<file path="src/rtl/uart_ctrl_pkg.sv">
`default_nettype none
// ============================================================================
// Module   : uart_ctrl_pkg
// Purpose  : Shared definitions for the UART transmit arbiter: FSM state
//            encoding and synchronizer depth.
// Ports    : none (package)
// Revision : 1.0 - initial release
// ============================================================================
package uart_ctrl_pkg;

  // Depth of the clock-domain-crossing synchronizers on tx_busy / tx_done.
  localparam int SYNC_STAGES = 2;

  typedef enum logic [2:0] {
    IDLE      = 3'd0,
    GRANT     = 3'd1,
    LAUNCH    = 3'd2,
    WAIT_DONE = 3'd3,
    DRAIN     = 3'd4
  } state_e;

endpackage : uart_ctrl_pkg
`default_nettype wire

</file>
<file path="src/rtl/uart_sync2.sv">
`default_nettype none
// ============================================================================
// Module   : uart_sync2
// Purpose  : Two-flop synchronizer for a single-bit level signal coming from
//            the transmitter clock domain. Flops reset to 0.
// Ports    : clk - destination clock
//            rst - asynchronous active-high reset
//            i_d - asynchronous input level
//            o_q - synchronized output level
// Revision : 1.0 - initial release
// ============================================================================
module uart_sync2 (
  input  logic clk,
  input  logic rst,
  input  logic i_d,
  output logic o_q
);
  import uart_ctrl_pkg::*;

  logic [SYNC_STAGES-1:0] r_sync;

  always_ff @(posedge clk or posedge rst) begin
    if (rst) begin
      r_sync <= '0;
    end else begin
      r_sync <= {r_sync[SYNC_STAGES-2:0], i_d};
    end
  end

  assign o_q = r_sync[SYNC_STAGES-1];

endmodule : uart_sync2
`default_nettype wire

</file>
<file path="src/rtl/uart_tx_arbiter.sv">
`default_nettype none
// ============================================================================
// Module   : uart_tx_arbiter
// Purpose  : Round-robin arbiter that hands one byte at a time from NUM_REQ
//            requesters to a UART transmitter living in another clock domain.
//            Optional watchdog enabled by defining UART_TX_ARB_TIMEOUT_EN.
// Ports    : clk, rst            - clock, asynchronous active-high reset
//            req, req_data       - per-requester request level and byte
//            ack                 - one-cycle capture pulse per requester
//            owner               - index of current/last granted requester
//            busy                - high from capture until release
//            tx_en, tx_start     - transmitter enable / start
//            tx_data             - byte to the transmitter
//            tx_busy, tx_done    - transmitter status (tx clock domain)
//            timeout             - one-cycle watchdog abort pulse
// Revision : 1.0 - initial release
// ============================================================================
module uart_tx_arbiter #(
  parameter int NUM_REQ        = 4,
  parameter int TIMEOUT_CYCLES = 4096
) (
  input  logic                       clk,
  input  logic                       rst,
  input  logic [NUM_REQ-1:0]         req,
  input  logic [NUM_REQ*8-1:0]       req_data,
  output logic [NUM_REQ-1:0]         ack,
  output logic [$clog2(NUM_REQ)-1:0] owner,
  output logic                       busy,
  output logic                       tx_en,
  output logic                       tx_start,
  output logic [7:0]                 tx_data,
  input  logic                       tx_busy,
  input  logic                       tx_done,
  output logic                       timeout
);
  import uart_ctrl_pkg::*;

  localparam int c_idx_w = $clog2(NUM_REQ);

  state_e               r_state;
  state_e               w_next;
  logic [c_idx_w-1:0]   r_rr_ptr;
  logic [c_idx_w-1:0]   r_owner;
  logic [7:0]           r_tx_data;
  logic [c_idx_w-1:0]   w_win;
  logic                 w_any;
  logic                 w_sbusy;
  logic                 w_sdone;
  logic                 r_sdone_q;
  logic                 w_sdone_rise;
  logic                 w_tmo;

  // --------------------------------------------------------------------------
  // Status synchronizers
  // --------------------------------------------------------------------------
  uart_sync2 u_sync_busy (
    .clk (clk),
    .rst (rst),
    .i_d (tx_busy),
    .o_q (w_sbusy)
  );

  uart_sync2 u_sync_done (
    .clk (clk),
    .rst (rst),
    .i_d (tx_done),
    .o_q (w_sdone)
  );

  assign w_sdone_rise = w_sdone & ~r_sdone_q;

  // --------------------------------------------------------------------------
  // Round-robin winner: first requester at or above rr_ptr, wrapping.
  // Scanning offsets from high to low lets the smallest offset win last.
  // --------------------------------------------------------------------------
  always_comb begin
    w_win = r_rr_ptr;
    w_any = 1'b0;
    for (int k = NUM_REQ - 1; k >= 0; k--) begin
      if (req[(int'(r_rr_ptr) + k) % NUM_REQ]) begin
        w_win = c_idx_w'((int'(r_rr_ptr) + k) % NUM_REQ);
        w_any = 1'b1;
      end
    end
  end

  // --------------------------------------------------------------------------
  // Watchdog
  // --------------------------------------------------------------------------
`ifdef UART_TX_ARB_TIMEOUT_EN
  localparam int c_cnt_w = (TIMEOUT_CYCLES > 2) ? $clog2(TIMEOUT_CYCLES) : 1;

  logic [c_cnt_w-1:0] r_tmo_cnt;
  logic               r_timeout;

  assign w_tmo = ((r_state == LAUNCH) || (r_state == WAIT_DONE)) &&
                 (r_tmo_cnt == c_cnt_w'(TIMEOUT_CYCLES - 1));

  // Counter is zeroed while in GRANT so it starts at 0 on LAUNCH entry.
  always_ff @(posedge clk or posedge rst) begin
    if (rst) begin
      r_tmo_cnt <= '0;
      r_timeout <= 1'b0;
    end else begin
      r_timeout <= w_tmo;
      if (r_state == GRANT) begin
        r_tmo_cnt <= '0;
      end else if ((r_state == LAUNCH) || (r_state == WAIT_DONE)) begin
        r_tmo_cnt <= r_tmo_cnt + 1'b1;
      end
    end
  end

  assign timeout = r_timeout;
`else
  logic w_unused_tmo;

  assign w_tmo        = 1'b0;
  assign timeout      = 1'b0;
  assign w_unused_tmo = ^TIMEOUT_CYCLES;
`endif

  // --------------------------------------------------------------------------
  // FSM state register
  // --------------------------------------------------------------------------
  always_ff @(posedge clk or posedge rst) begin
    if (rst) begin
      r_state <= IDLE;
    end else begin
      r_state <= w_next;
    end
  end

  // --------------------------------------------------------------------------
  // FSM next state and outputs
  // --------------------------------------------------------------------------
  always_comb begin
    w_next   = r_state;
    tx_en    = 1'b0;
    tx_start = 1'b0;
    busy     = 1'b1;
    ack      = '0;
    case (r_state)
      IDLE: begin
        busy = 1'b0;
        if (w_any) begin
          w_next = GRANT;
        end
      end
      GRANT: begin
        ack    = NUM_REQ'(1) << r_owner;
        w_next = LAUNCH;
      end
      LAUNCH: begin
        tx_en    = 1'b1;
        tx_start = 1'b1;
        if (w_tmo) begin
          w_next = DRAIN;
        end else if (w_sbusy) begin
          w_next = WAIT_DONE;
        end
      end
      WAIT_DONE: begin
        tx_en = 1'b1;
        if (w_tmo || w_sdone_rise) begin
          w_next = DRAIN;
        end
      end
      DRAIN: begin
        // Wait for both status lines to settle low so a lingering done
        // cannot be mistaken for completion of the next byte.
        if (!w_sbusy && !w_sdone) begin
          w_next = IDLE;
        end
      end
      default: begin
        w_next = IDLE;
        busy   = 1'b0;
      end
    endcase
  end

  // --------------------------------------------------------------------------
  // Datapath: owner and byte are captured on the IDLE->GRANT edge so both
  // are already valid while ack is pulsed in GRANT; the pointer advances
  // as GRANT is left.
  // --------------------------------------------------------------------------
  always_ff @(posedge clk or posedge rst) begin
    if (rst) begin
      r_owner   <= '0;
      r_tx_data <= '0;
      r_rr_ptr  <= '0;
      r_sdone_q <= 1'b0;
    end else begin
      r_sdone_q <= w_sdone;
      if ((r_state == IDLE) && w_any) begin
        r_owner   <= w_win;
        r_tx_data <= req_data[int'(w_win) * 8 +: 8];
      end
      if (r_state == GRANT) begin
        r_rr_ptr <= c_idx_w'((int'(r_owner) + 1) % NUM_REQ);
      end
    end
  end

  assign owner   = r_owner;
  assign tx_data = r_tx_data;

endmodule : uart_tx_arbiter
`default_nettype wire

</file>
<file path="config.mk">
export PLATFORM = sky130hd
export DESIGN_NAME = uart_tx_arbiter
export DESIGN_NICKNAME = d
export VERILOG_FILES = /design/src/rtl/uart_ctrl_pkg.sv /design/src/rtl/uart_sync2.sv /design/src/rtl/uart_tx_arbiter.sv
export SDC_FILE = /design/constraint.sdc
export NUM_CORES = 1
export LEC_CHECK = 0
export CORE_ASPECT_RATIO = 0.6
export CORE_UTILIZATION = 35
export CTS_CLUSTER_DIAMETER = 40
export DETAILED_ROUTE_END_ITERATION = 6
export PLACE_DENSITY = 0.75
export SLEW_MARGIN = 0
export SYNTH_ARGS = -nofsm -noshare
export SYNTH_HDL_FRONTEND = slang
export SYNTH_SLANG_ARGS = --single-unit
</file>
<file path="constraint.sdc">
create_clock -name clk -period 1.6 [get_ports clk]
set_input_delay 0.32 -clock clk [delete_from_list [all_inputs] [get_ports clk]]
set_output_delay 0.32 -clock clk [all_outputs]
set_load 0.005 [all_outputs]
</file>
[Yosys cells after proc, flatten, opt, wreduce, memory -nomap -nowiden]
Index checks and enable logic that the tools add are counted.
Word-level totals
  bits in registers: 20
  input bits: 40
  output and inout port bits: 18
  logic and storage cells: 69
Cells by class
  add/sub/neg operators: 4
  magnitude comparators: 4
  equality and inequality tests: 8
  shifts and indexed selects: 2
  muxes and demuxes: 28
  bitwise operators: 5
  reductions and logical operators: 11
Operator list (number)
  32-bit by 6-bit indexed part select with 8-bit output: 1
  3-bit case mux with 5 select lines: 1
  1-bit two-way mux: 14
  3-bit by 4-bit < comparator with 1-bit output, second input constant: 3
  3-bit two-way mux: 4
  1-bit binary-select mux with 2-bit select: 4
  2-bit two-way mux: 4
  2-bit OR reduction: 4
  3-bit by 2-bit equality test with 1-bit output, second input constant: 2
  2-bit != test, second input constant: 3
  2-bit by 1-bit adder with 2-bit output, second input constant: 2
  2-bit adder, second input constant: 2
  4-bit two-way mux: 1
  4-bit AND reduction: 1
  4-bit OR reduction: 1
  1-bit by 2-bit left shift with 4-bit output, first input constant: 1
  1-bit bitwise AND, first input constant: 3
  3-bit by 1-bit equality test with 1-bit output, second input constant: 1
  3-bit equality test, second input constant: 1
  3-bit logical NOT: 1
  2-bit by 3-bit < comparator with 1-bit output, second input constant: 1
  1-bit logical AND: 2
  1-bit logical NOT: 2
  2-bit by 1-bit != test with 1-bit output, second input constant: 1
  2 further kinds: 2

[Depth between registers and ports, before layout]
  depth after elaboration: 12
  depth in mapped cells: 6
  gate-level depth less buffers: 5

[By module]
From an unflattened synthesis, not the netlist that was laid out.
Second synthesis, totals
  cell total of the unflattened synthesis: 123
  area total of the unflattened synthesis: 1307.5 sq um
Modules (own cells, without submodules)
  uart_tx_arbiter: instances 1, cells an instance 117, area each 1199.9 sq um, seq. area each 400.4 sq um
  uart_sync2: instances 2, cells an instance 3, area each 53.8 sq um, seq. area each 50.0 sq um

[Worst setup path after synthesis]
No wires, ideal clock.
  path kind: register to register
  start point: reg r_rr_ptr[1]
  end point: reg r_tx_data[0], in the netlist tx_data[0]
  setup time: 139 ps
  arrival time: 1628 ps
  required time: 1461 ps
  slack: -168 ps
  stages on the path, launching flop included: 7
  buffers on the path: 1
  period minus slack after synthesis: 1768 ps
  path through: dfrtp_1 and3b_1 or4_4 nand2_4 buf_12 mux2i_1 o221ai_1
On the way
  word-level cells in the longest chain between the ends: 9
  elaborated cells between the ends (all ways): 24
  those cells by class: add/sub (3); shift (1); mux (19); reduce/logical (1)
RTL lines
  from (decl): line uart_tx_arbiter.sv:42  | logic [c_idx_w-1:0] r_rr_ptr;
  from (signal assigned): line uart_tx_arbiter.sv:201  | r_rr_ptr <= c_idx_w'((int'(r_owner) + 1) % NUM_REQ);
  2-bit adder: line uart_tx_arbiter.sv:80, uart_tx_arbiter.sv:81
  1-bit binary-select mux with 2-bit select: line uart_tx_arbiter.sv:80  | if (req[(int'(r_rr_ptr) + k) % NUM_REQ]) begin
  1-bit two-way mux (implied by the code) (2 in a row): line uart_tx_arbiter.sv:80
  2-bit two-way mux / 1-bit two-way mux (equally long branches) (4 in a row): line uart_tx_arbiter.sv:80
  32-bit by 6-bit indexed part select with 8-bit output / 1-bit logical AND (equally long branches): line uart_tx_arbiter.sv:198, uart_tx_arbiter.sv:196
  to (signal assigned): line uart_tx_arbiter.sv:198  | r_tx_data <= req_data[int'(w_win) * 8 +: 8];
  to (decl): line uart_tx_arbiter.sv:44  | logic [7:0] r_tx_data;
Parallel ways exist; a longest one is shown, timed or not. The select of a mux whose other input is x is not followed.
A chain may end at the register's enable or synchronous reset.

[Worst setup path after layout]
Ends and elaborated chain as after synthesis.

==> out/qor.yml <==
fmax_mhz: 547
drive_above_1_share: 0.303
drv_slew: 0
cts_made_buffers: 3
multi_input_comb_area_um2: 707
core_area_um2: 2970
dpl.hpwl_um: 2520
reg2reg_depth: 5
gp_congestion: 0.743
path_buf_inv: 0
finalNetCount: 233
cp_slowest_stage_delay_ns: 0.61
p_leak_nw: 0.977
overflow: 0
dp_slack_ns: -0.597
hold_path_depth: 0
crit_chain: "and3b_1, or4_4, nand2_8, mux2i_1, o221ai_1"
arrival_ns: 1.96
status: "finished with violations"
r2r_slack_ns: -0.23
vias: 1141
initial_core_util: 0.383
areaGrowthSynthToFinish_pct: 86.7
ant_nets: 0
fillCellCount: 218
netlist_area_um2: 1130
power_density_nw_per_um2: 1490
h-tree-depth: 1
regArea_um2: 500
cp_slowest_cell: "or4_4"
critPathMaxFanout: 8
ys_ff_latch: 20
yosysTopAreaCell: "dfrtp_1"
yosysWarnings: 0
netlist_instances: 106
gr-usage-met2: 0.348
critPathCaptureType: "flip-flop"
fin_area_um2: 2120
avgSynthCellArea_um2: 10.7
ios: 58
max-vdd-ir-drop_uv: 741
die_area_um2: 3480
grtUsageTotal: 0.222
fin_skew_ns: 0.00153
critPathKind: "reg -> reg"
clock_path_buffers: 2
cts_tree: "built"
crit_path_start_kind: "flip-flop"
total_power_mw: 3.16
grt_max_degree: 21
rsz0062_at_grt: "true"
layout_min_cycle_time_ns: 1.83
crit-reg2reg-launch: "r_rr_ptr[1]"
hold_viol: 0
final_util: 0.714
required_ns: 1.73
vias_per_cell: 4.96
synth_cell_types: 30
synthTopCellsByArea: "dfrtp_1 (44%), mux2i_1 (14%), o221ai_1 (6.2%), ha_1 (4.4%), nand2_1 (3.3%)"
cts.clk_slew.worst_paths_ns: 0.08
busiest_layer: "met2"
drt-wirelength-per-cell_um: 16.5
cts_sinks: 20
crit_family: "simple AND/OR/NAND/NOR gates"
place_area_um2: 1850
dieHeight_um: 46.1
die_x_um: 75.5
timing.rr.end: "tx_data[0]"
clk_latency_ns: 0.26
dp_cells: 217
hold_end: "u_sync_done.r_sync[1]"
fin_crit_sh: 1.14
synth_nets: 150
met1_usage: 0.315
min_from: "u_sync_done.r_sync[0]"
diodes: 0
hp-class: "reg -> reg"
grt_pass1_vias: 1115
stdcell_count: 230
rows: 15
grtUsageMet3: 0.0591
violations: "setup timing"
post-route-drc-count: 0
drtIter0Drc: 46
wirelength_um: 3790
synth_top_area_share: 0.441
setup-violations-final: 12
setup_slack_ns: -0.227
grt_pass1_wl_um: 5460
dr.pass1.iters: 4
antenna_found_initial: 0
ctsRootBufferMaster: "clkbuf_8"
yosysSeqAreaShare: 0.441
cap_violations: 0
io_buffers: 56
-- area by class of cell --
class	instances	area share
clock buffers	4	0.0260
inverters	6	0.0106
multi-input cells	77	0.334
flip-flops and latches	20	0.236
well taps	42	0.0248
repair buffers	81	0.369
-- cell families after synthesis --
family          after synthesis  synth area share
mux                          19             0.171
compound gates               18             0.119
simple gates                 32             0.159
buf+inv                      11            0.0551
other cells                   1           0.00330
flops                        20             0.441
fa+ha+maj                     4            0.0441
xor+xnor                      1           0.00772
-- registers in the layout, summed over array words and instances (netlist names) --
| name | flops |
|---|---|
| tx_data | 8 |
| r_state | 3 |
| owner | 2 |
| r_rr_ptr | 2 |
| u_sync_busy.r_sync | 2 |
| u_sync_done.r_sync | 2 |
| r_sdone_q | 1 |
-- where the power goes --
| group | total, mW | leakage, nW | internal (mW) | switching, mW |
|---|---|---|---|---|
| combinational | 1.93 | 0.707 | 1.12 | 0.804 |
| clock | 0.404 | 0.0288 | 0.220 | 0.184 |
| sequential | 0.826 | 0.241 | 0.687 | 0.138 |
-- timing repair --
item / in CTS / in global routing
endpoints found under the hold margin: 0 / 0
setup buffers: 5 / 3
setup endpoints to repair: 19 / 17
resized for setup: 40 / 29
gates cloned: 2 / 0
pin swaps: 11 / 10
hold buffers: 0 / 0
-- worst reg2reg max path, stage by stage (launching register included) --
cell      delay [ns]
dfrtp_1         0.40
and3b_1         0.17
or4_4           0.61
nand2_8         0.15
mux2i_1         0.22
o221ai_1        0.14
-- synth_stat cells --
| library cell | n |
|---|---|
| mux2_2 | 3 |
| nand2b_1 | 2 |
| mux2i_1 | 16 |
| nor3_1 | 2 |
| and2b_2 | 1 |
| buf_4 | 1 |
| a211o_1 | 1 |
| nor2b_1 | 2 |
| clkbuf_1 | 2 |
| o211ai_1 | 3 |
| ha_1 | 4 |
| buf_12 | 1 |
| nand3b_1 | 1 |
| or4_4 | 1 |
| o41ai_1 | 1 |
| inv_1 | 6 |
| nand2_1 | 10 |
| or2_2 | 2 |
| nor3b_1 | 1 |
| o221ai_1 | 8 |
| and2_1 | 4 |
| buf_2 | 1 |
| o21ai_0 | 3 |
| nor2_1 | 4 |
| nand2_4 | 1 |
| dfrtp_1 | 20 |
| xnor2_1 | 1 |
| conb_1 | 1 |
| a21oi_1 | 2 |
| and3b_1 | 1 |
-- placed cells by master (no fill, tap or decap), types with 3 or more instances in the layout --
master,instances
o221ai_1,8
o211ai_1,3
and2_4,4
clkdlybuf4s50_1,43
dlygate4sd2_1,5
nor2_1,3
clkbuf_8,4
nand2_1,10
dfrtp_1,20
mux2i_1,15
ha_1,4
buf_6,15
buf_4,14
inv_1,6
-- metrics by stage --
step / TNS [ns] / hold WS, ns
after floorplan: -1.30 / 0.284
after global placement: -5.57 / 0.337
after detailed placement: -5.82 / 0.335
after CTS: -1.74 / 0.354
after global routing: -2.67 / 0.361
final: -1.92 / 0.353
-- how the worst max path moves through the flow --
stage | cells past startpoint | start | to
after floorplan | 6 | r_rr_ptr[1] | tx_data[0]
after global placement | 6 | req[3] | tx_data[1]
after detailed placement | 6 | req[3] | tx_data[3]
after CTS | 5 | r_rr_ptr[1] | tx_data[7]
after global routing | 5 | r_rr_ptr[1] | tx_data[0]
final | 5 | r_rr_ptr[1] | tx_data[0]
-- per-layer routing --
layer / vias to the layer above / share of wire
met5: - / 0
met4: 0 / 0.018
met3: 9 / 0.051
met2: 38 / 0.48
met1: 551 / 0.45
li1: 543 / -
No activity file was read; power rests on OpenSTA's default activity.
==> RTL edit 1 (same settings) <==
Re-encode `state_e` (5 states) as one-hot, 5 bits wide.
--- a/src/rtl/uart_ctrl_pkg.sv
+++ b/src/rtl/uart_ctrl_pkg.sv
@@ -12,10 +12,10 @@
   localparam int SYNC_STAGES = 2;
 
-  typedef enum logic [2:0] {
-    IDLE      = 3'd0,
-    GRANT     = 3'd1,
-    LAUNCH    = 3'd2,
-    WAIT_DONE = 3'd3,
-    DRAIN     = 3'd4
+  typedef enum logic [4:0] {
+    IDLE      = 5'b00001,
+    GRANT     = 5'b00010,
+    LAUNCH    = 5'b00100,
+    WAIT_DONE = 5'b01000,
+    DRAIN     = 5'b10000
   } state_e;
 
Function: no difference found for any inputs over 4 cycles, from zero or initial values and one cycle with rst high; so few cycles prove little.
==> RTL edit 1 against the unedited design <==
The flow still finishes with violations (negative setup slack); area after synthesis increased by 19%; sequential cell count rose by 2; combinational power rose by 35%; worst setup slack got worse by 0.0087 ns; clock skew is 0.0016 ns higher; cell count increased by 18%; wire length rose by 23%; first-iteration DRC count grew 6.5%; clock power rose by 34%; cell area is 16% higher; power up 31%; critical path type is now reg -> out; largest cell class is now multi-input gates.
==> RTL edit 1: results (changes against the unedited design) <==
metric	value	unit	change
DRT Pass-1 Iters	4		unchanged
vias in the first global route	1410		was 1,115
met3 Use GR	5.000	%	was 5.908%
Setup Viol. Count Final	14		was 12
GR Util met1	29.62	%	was 31.47%
Placed Instance Area	2057	µm²	was 1854 µm²
crit-path max FO	4		was 8
Area contributors post-synth	dfrtp_1, mux2i_1, o221ai_1		unchanged
first element of the critical path	r_state[3]$_DFFE_PP0P_		was r_rr_ptr[1]$_DFFE_PP0P_
first-pass GRT wire length	6837	µm	was 5464 µm
Detail Placement HPWL	3054	µm	was 2524 µm
R2R Setup Slk	-0.12	ns	was -0.23 ns
total sequential power	0.988	mW	was 0.826 mW
cts bufs inserted	3		unchanged
Fillers	281		was 218
WL/cell	17.12	µm	was 16.47 µm
Comb power	2.61	mW	was 1.93 mW
gpl congestion	0.7761		was 0.7429
failing checks	negative setup slack		unchanged
Setup crit end	busy		was tx_data[0]$_DFFE_PP0P_
1st-iter DRT viols	49		was 46
Hold Path Origin	u_sync_busy.r_sync[0]$_DFF_PP0_		was u_sync_done.r_sync[0]$_DFF_PP0_
Final WS setup	-0.2362	ns	was -0.2275 ns
dpl ws	-0.5223	ns	was -0.5969 ns
outcome	finished, violations left		unchanged
WHS Endpoint	u_sync_busy.r_sync[1]$_DFF_PP0_		was u_sync_done.r_sync[1]$_DFF_PP0_
M1 wire length	2076	µm	was 1702 µm
max incr delay on CP	0.46	ns	was 0.61 ns
reg2reg path depth	6		was 5
total power	4.143	mW	was 3.156 mW
M2 GR Usage	38.02	%	was 34.82%
layout cell share with drive strength beyond 1	40.44	%	was 30.32%
Primary FF master, synth	dfrtp_1		unchanged
WP data arrival	1.52	ns	was 1.96 ns
Worst Skew	0.003140	ns	was 0.001530 ns
P_sw	1.570	mW	was 1.126 mW
met3 WL	223	µm	was 192 µm
met2 WL	2274	µm	was 1827 µm
Worst VDD drop	908.0	µV	was 740.9 µV
Mapped Nets	181		was 150
Total Routing Usage GR	22.91	%	was 22.22%
CTS clk-pin slew, worst paths	0.09	ns	
largest net degree at the start of global routing	23		was 21
Vias/cell	5.232		was 4.961
total leakage power	1.099	nW	was 0.9770 nW
# nets final	270		was 233
delay-heaviest family, CP	flip-flops		was simple AND/OR/NAND/NOR gates
RR Endpoint	tx_data[3]$_DFFE_PP0P_		was tx_data[0]$_DFFE_PP0P_
CP max-delay cell	dfrtp_2		was or4_4
post-synthesis sequential area ratio	40.95	%	was 44.10%
most frequent cells after synthesis	dfrtp_1, mux2i_1, nand2_1		unchanged
Synth cell types	41		was 30
Post-synth EDFFs	0		unchanged
==> RTL edit 1: cell types whose count changed in the layout (fill, tap and decap cells not counted), sizes merged, moves of 2 or more <==
cell         unedited run  this run
nor2b                   2         5
a31oi                   0         2
and3                    0         2
inv                     6         8
dlygate4sd2             5         3
nor2                    4        10
o21ai                   3         8
xor2                    0         3
a21oi                   2         5
mux2                    3         1
o211ai                  3         1
buf                    31        43
==> RTL edit 1: stage by stage <==
stage / cells / hold WS (ns) / TNS (ns)
floorplan: 137 / 0.3085 / 0
global placement: 251 / 0.3339 / -5.549
detailed placement: 251 / 0.3509 / -6.597
CTS: 268 / 0.3702 / -0.4984
global route: 272 / 0.3712 / -1.771
finish: 272 / 0.3697 / -1.011
==> RTL edit 1: area by class of cell <==
cell class                      instances  area, µm²  share of cell area (%)
Timing Repair Buffer                   92      867.1                   35.16
Inverter                                8      30.03                   1.218
Clock buffer                            3      41.29                   1.674
Tap cell                               47      58.81                   2.385
Clock inverter                          1      30.03                   1.218
Sequential cell                        22      560.5                   22.73
Multi-Input combinational cell         99      878.3                   35.62
==> RTL edit 1: what timing repair did <==
| action | 4_1_cts | 5_1_grt |
|---|---|---|
| gates resized for setup | 71 | 28 |
| gates cloned | 1 | 1 |
| pin swaps | 18 | 8 |
| endpoints found under the setup margin | 19 | 18 |
| setup buffers | 14 | 3 |
==> RTL edit 1: cells by family (layout without fill, tap and decap cells) <==
group | count (synthesis) | after routing | share of synthesized area, %
AO/OA/AOI/OAI | 31 | 31 | 16.53
XOR/XNOR | 3 | 3 | 1.950
adder cells (fa/ha/maj) | 4 | 4 | 3.714
buffers and inverters | 17 | 104 | 7.613
flip-flops | 22 | 22 | 40.95
multiplexers | 17 | 17 | 12.72
other | 1 | 1 | 0.2783
AND/OR/NAND/NOR | 42 | 43 | 16.25
==> RTL edit 2 (same settings) <==
Without the edit above. `NUM_REQ`: 4 -> 8.
--- a/src/rtl/uart_tx_arbiter.sv
+++ b/src/rtl/uart_tx_arbiter.sv
@@ -17,5 +17,5 @@
 // ============================================================================
 module uart_tx_arbiter #(
-  parameter int NUM_REQ        = 4,
+  parameter int NUM_REQ        = 8,
   parameter int TIMEOUT_CYCLES = 4096
 ) (
Interface: changed (resized ack, owner, req and req_data); port bits go from 58 to 99. No check against the original RTL was run, so the function may have changed too.
==> RTL edit 2 against the unedited design <==
The flow finishes with violations (design-rule violations, negative setup slack); count of clock-buffer cells in the layout did not move; sequential cell count rose by 2; worst setup slack got worse by 1.5 ns; power rose to 4.1 times the old value; via count rose to 2.6 times the old value; cell area rose by 120%; clock power rose by 42%; area after synthesis rose by 120%; cell count rose by 130%; wire length rose by 150%; non-clock buffer count rose by 104.
==> RTL edit 2: results (changes against the unedited design) <==
metric	value	unit	change
Fillers	520		was 218
Total Routing Usage GR	23.61	%	was 22.22%
failing checks	design-rule violations, negative setup slack		was negative setup slack
Residual DRC	3		was 0
Worst VDD drop	1725	µV	was 740.9 µV
post-synthesis sequential area ratio	21.73	%	was 44.10%
buffering overhead	37.60	%	was 36.86%
postcts setup bufs	16		was 5
layout cell share with drive strength beyond 1	42.11	%	was 30.32%
first-pass GRT wire length	13920	µm	was 5464 µm
Placed Instance Area	4088	µm²	was 1854 µm²
non-filler instance count after layout	524		was 230
first element of the critical path	r_rr_ptr[0]$_DFFE_PP0P_		was r_rr_ptr[1]$_DFFE_PP0P_
Mapped Nets	351		was 150
post_cts resized	82		was 40
TNS Setup	-18.89	ns	was -1.921 ns
fraction of area in multi-input gates	44.94	%	was 33.37%
# nets final	522		was 233
Setup Viol. Count Final	20		was 12
register area	553.0	µm²	was 500.5 µm²
Setup crit end	tx_data[6]$_DFFE_PP0P_		was tx_data[0]$_DFFE_PP0P_
1st-iter DRT viols	168		was 46
# port buffers	97		was 56
met2 WL	4747	µm	was 1827 µm
worst hold slack	0.3519	ns	was 0.3525 ns
gpl congestion	0.9035		was 0.7429
Core Box Area	6820	µm²	was 2965 µm²
register bit total from synthesis	22		was 20
CTS clk-pin slew, worst paths	0.06	ns	was 0.08 ns
met3 WL	682	µm	was 192 µm
#MultiIn Comb	215		was 77
Clock Tree Root	clkbuf_16		was clkbuf_8
outcome	finished, violations left		unchanged
placed insts	498		was 217
CP max-delay cell	or4b_4		was or4_4
M1 wire length	3881	µm	was 1702 µm
Final WS setup	-1.740	ns	was -0.2275 ns
total leakage power	1.929	nW	was 0.9770 nW
WP data arrival	3.46	ns	was 1.96 ns
syn_area_per_cell	9.489	µm²	was 10.71 µm²
==> RTL edit 2: report_power, final <==
group          switching [mW]  total [mW]  internal [mW]
clock network           0.191       0.572          0.381
registers               0.196       0.976          0.779
logic                    5.03        11.4           6.35
total                    5.42        12.9           7.51
==> RTL edit 2: worst reg2reg max path, stage by stage, from the launching register on <==
cell and delay (ns):
dfrtp_1 0.40, buf_12 0.13, clkinv_8 0.04, ha_4 0.29
mux4_2 0.38, or4b_4 0.55, o311ai_2 0.09, nand4_1 0.19
a21oi_4 0.20, or2_4 0.18, buf_12 0.12, mux4_2 0.31
a221o_1 0.34
==> RTL edit 2: cell families (layout without fill, tap and decap cells) <==
family,Yosys count,in the layout,synth area share [%]
simple gates,92,92,18.32
compound gates,68,68,19.06
mux,41,41,28.20
buf+inv,30,200,6.123
flops,22,22,21.73
fa+ha+maj,8,8,3.951
xor+xnor,5,5,2.470
other cells,1,1,0.1480
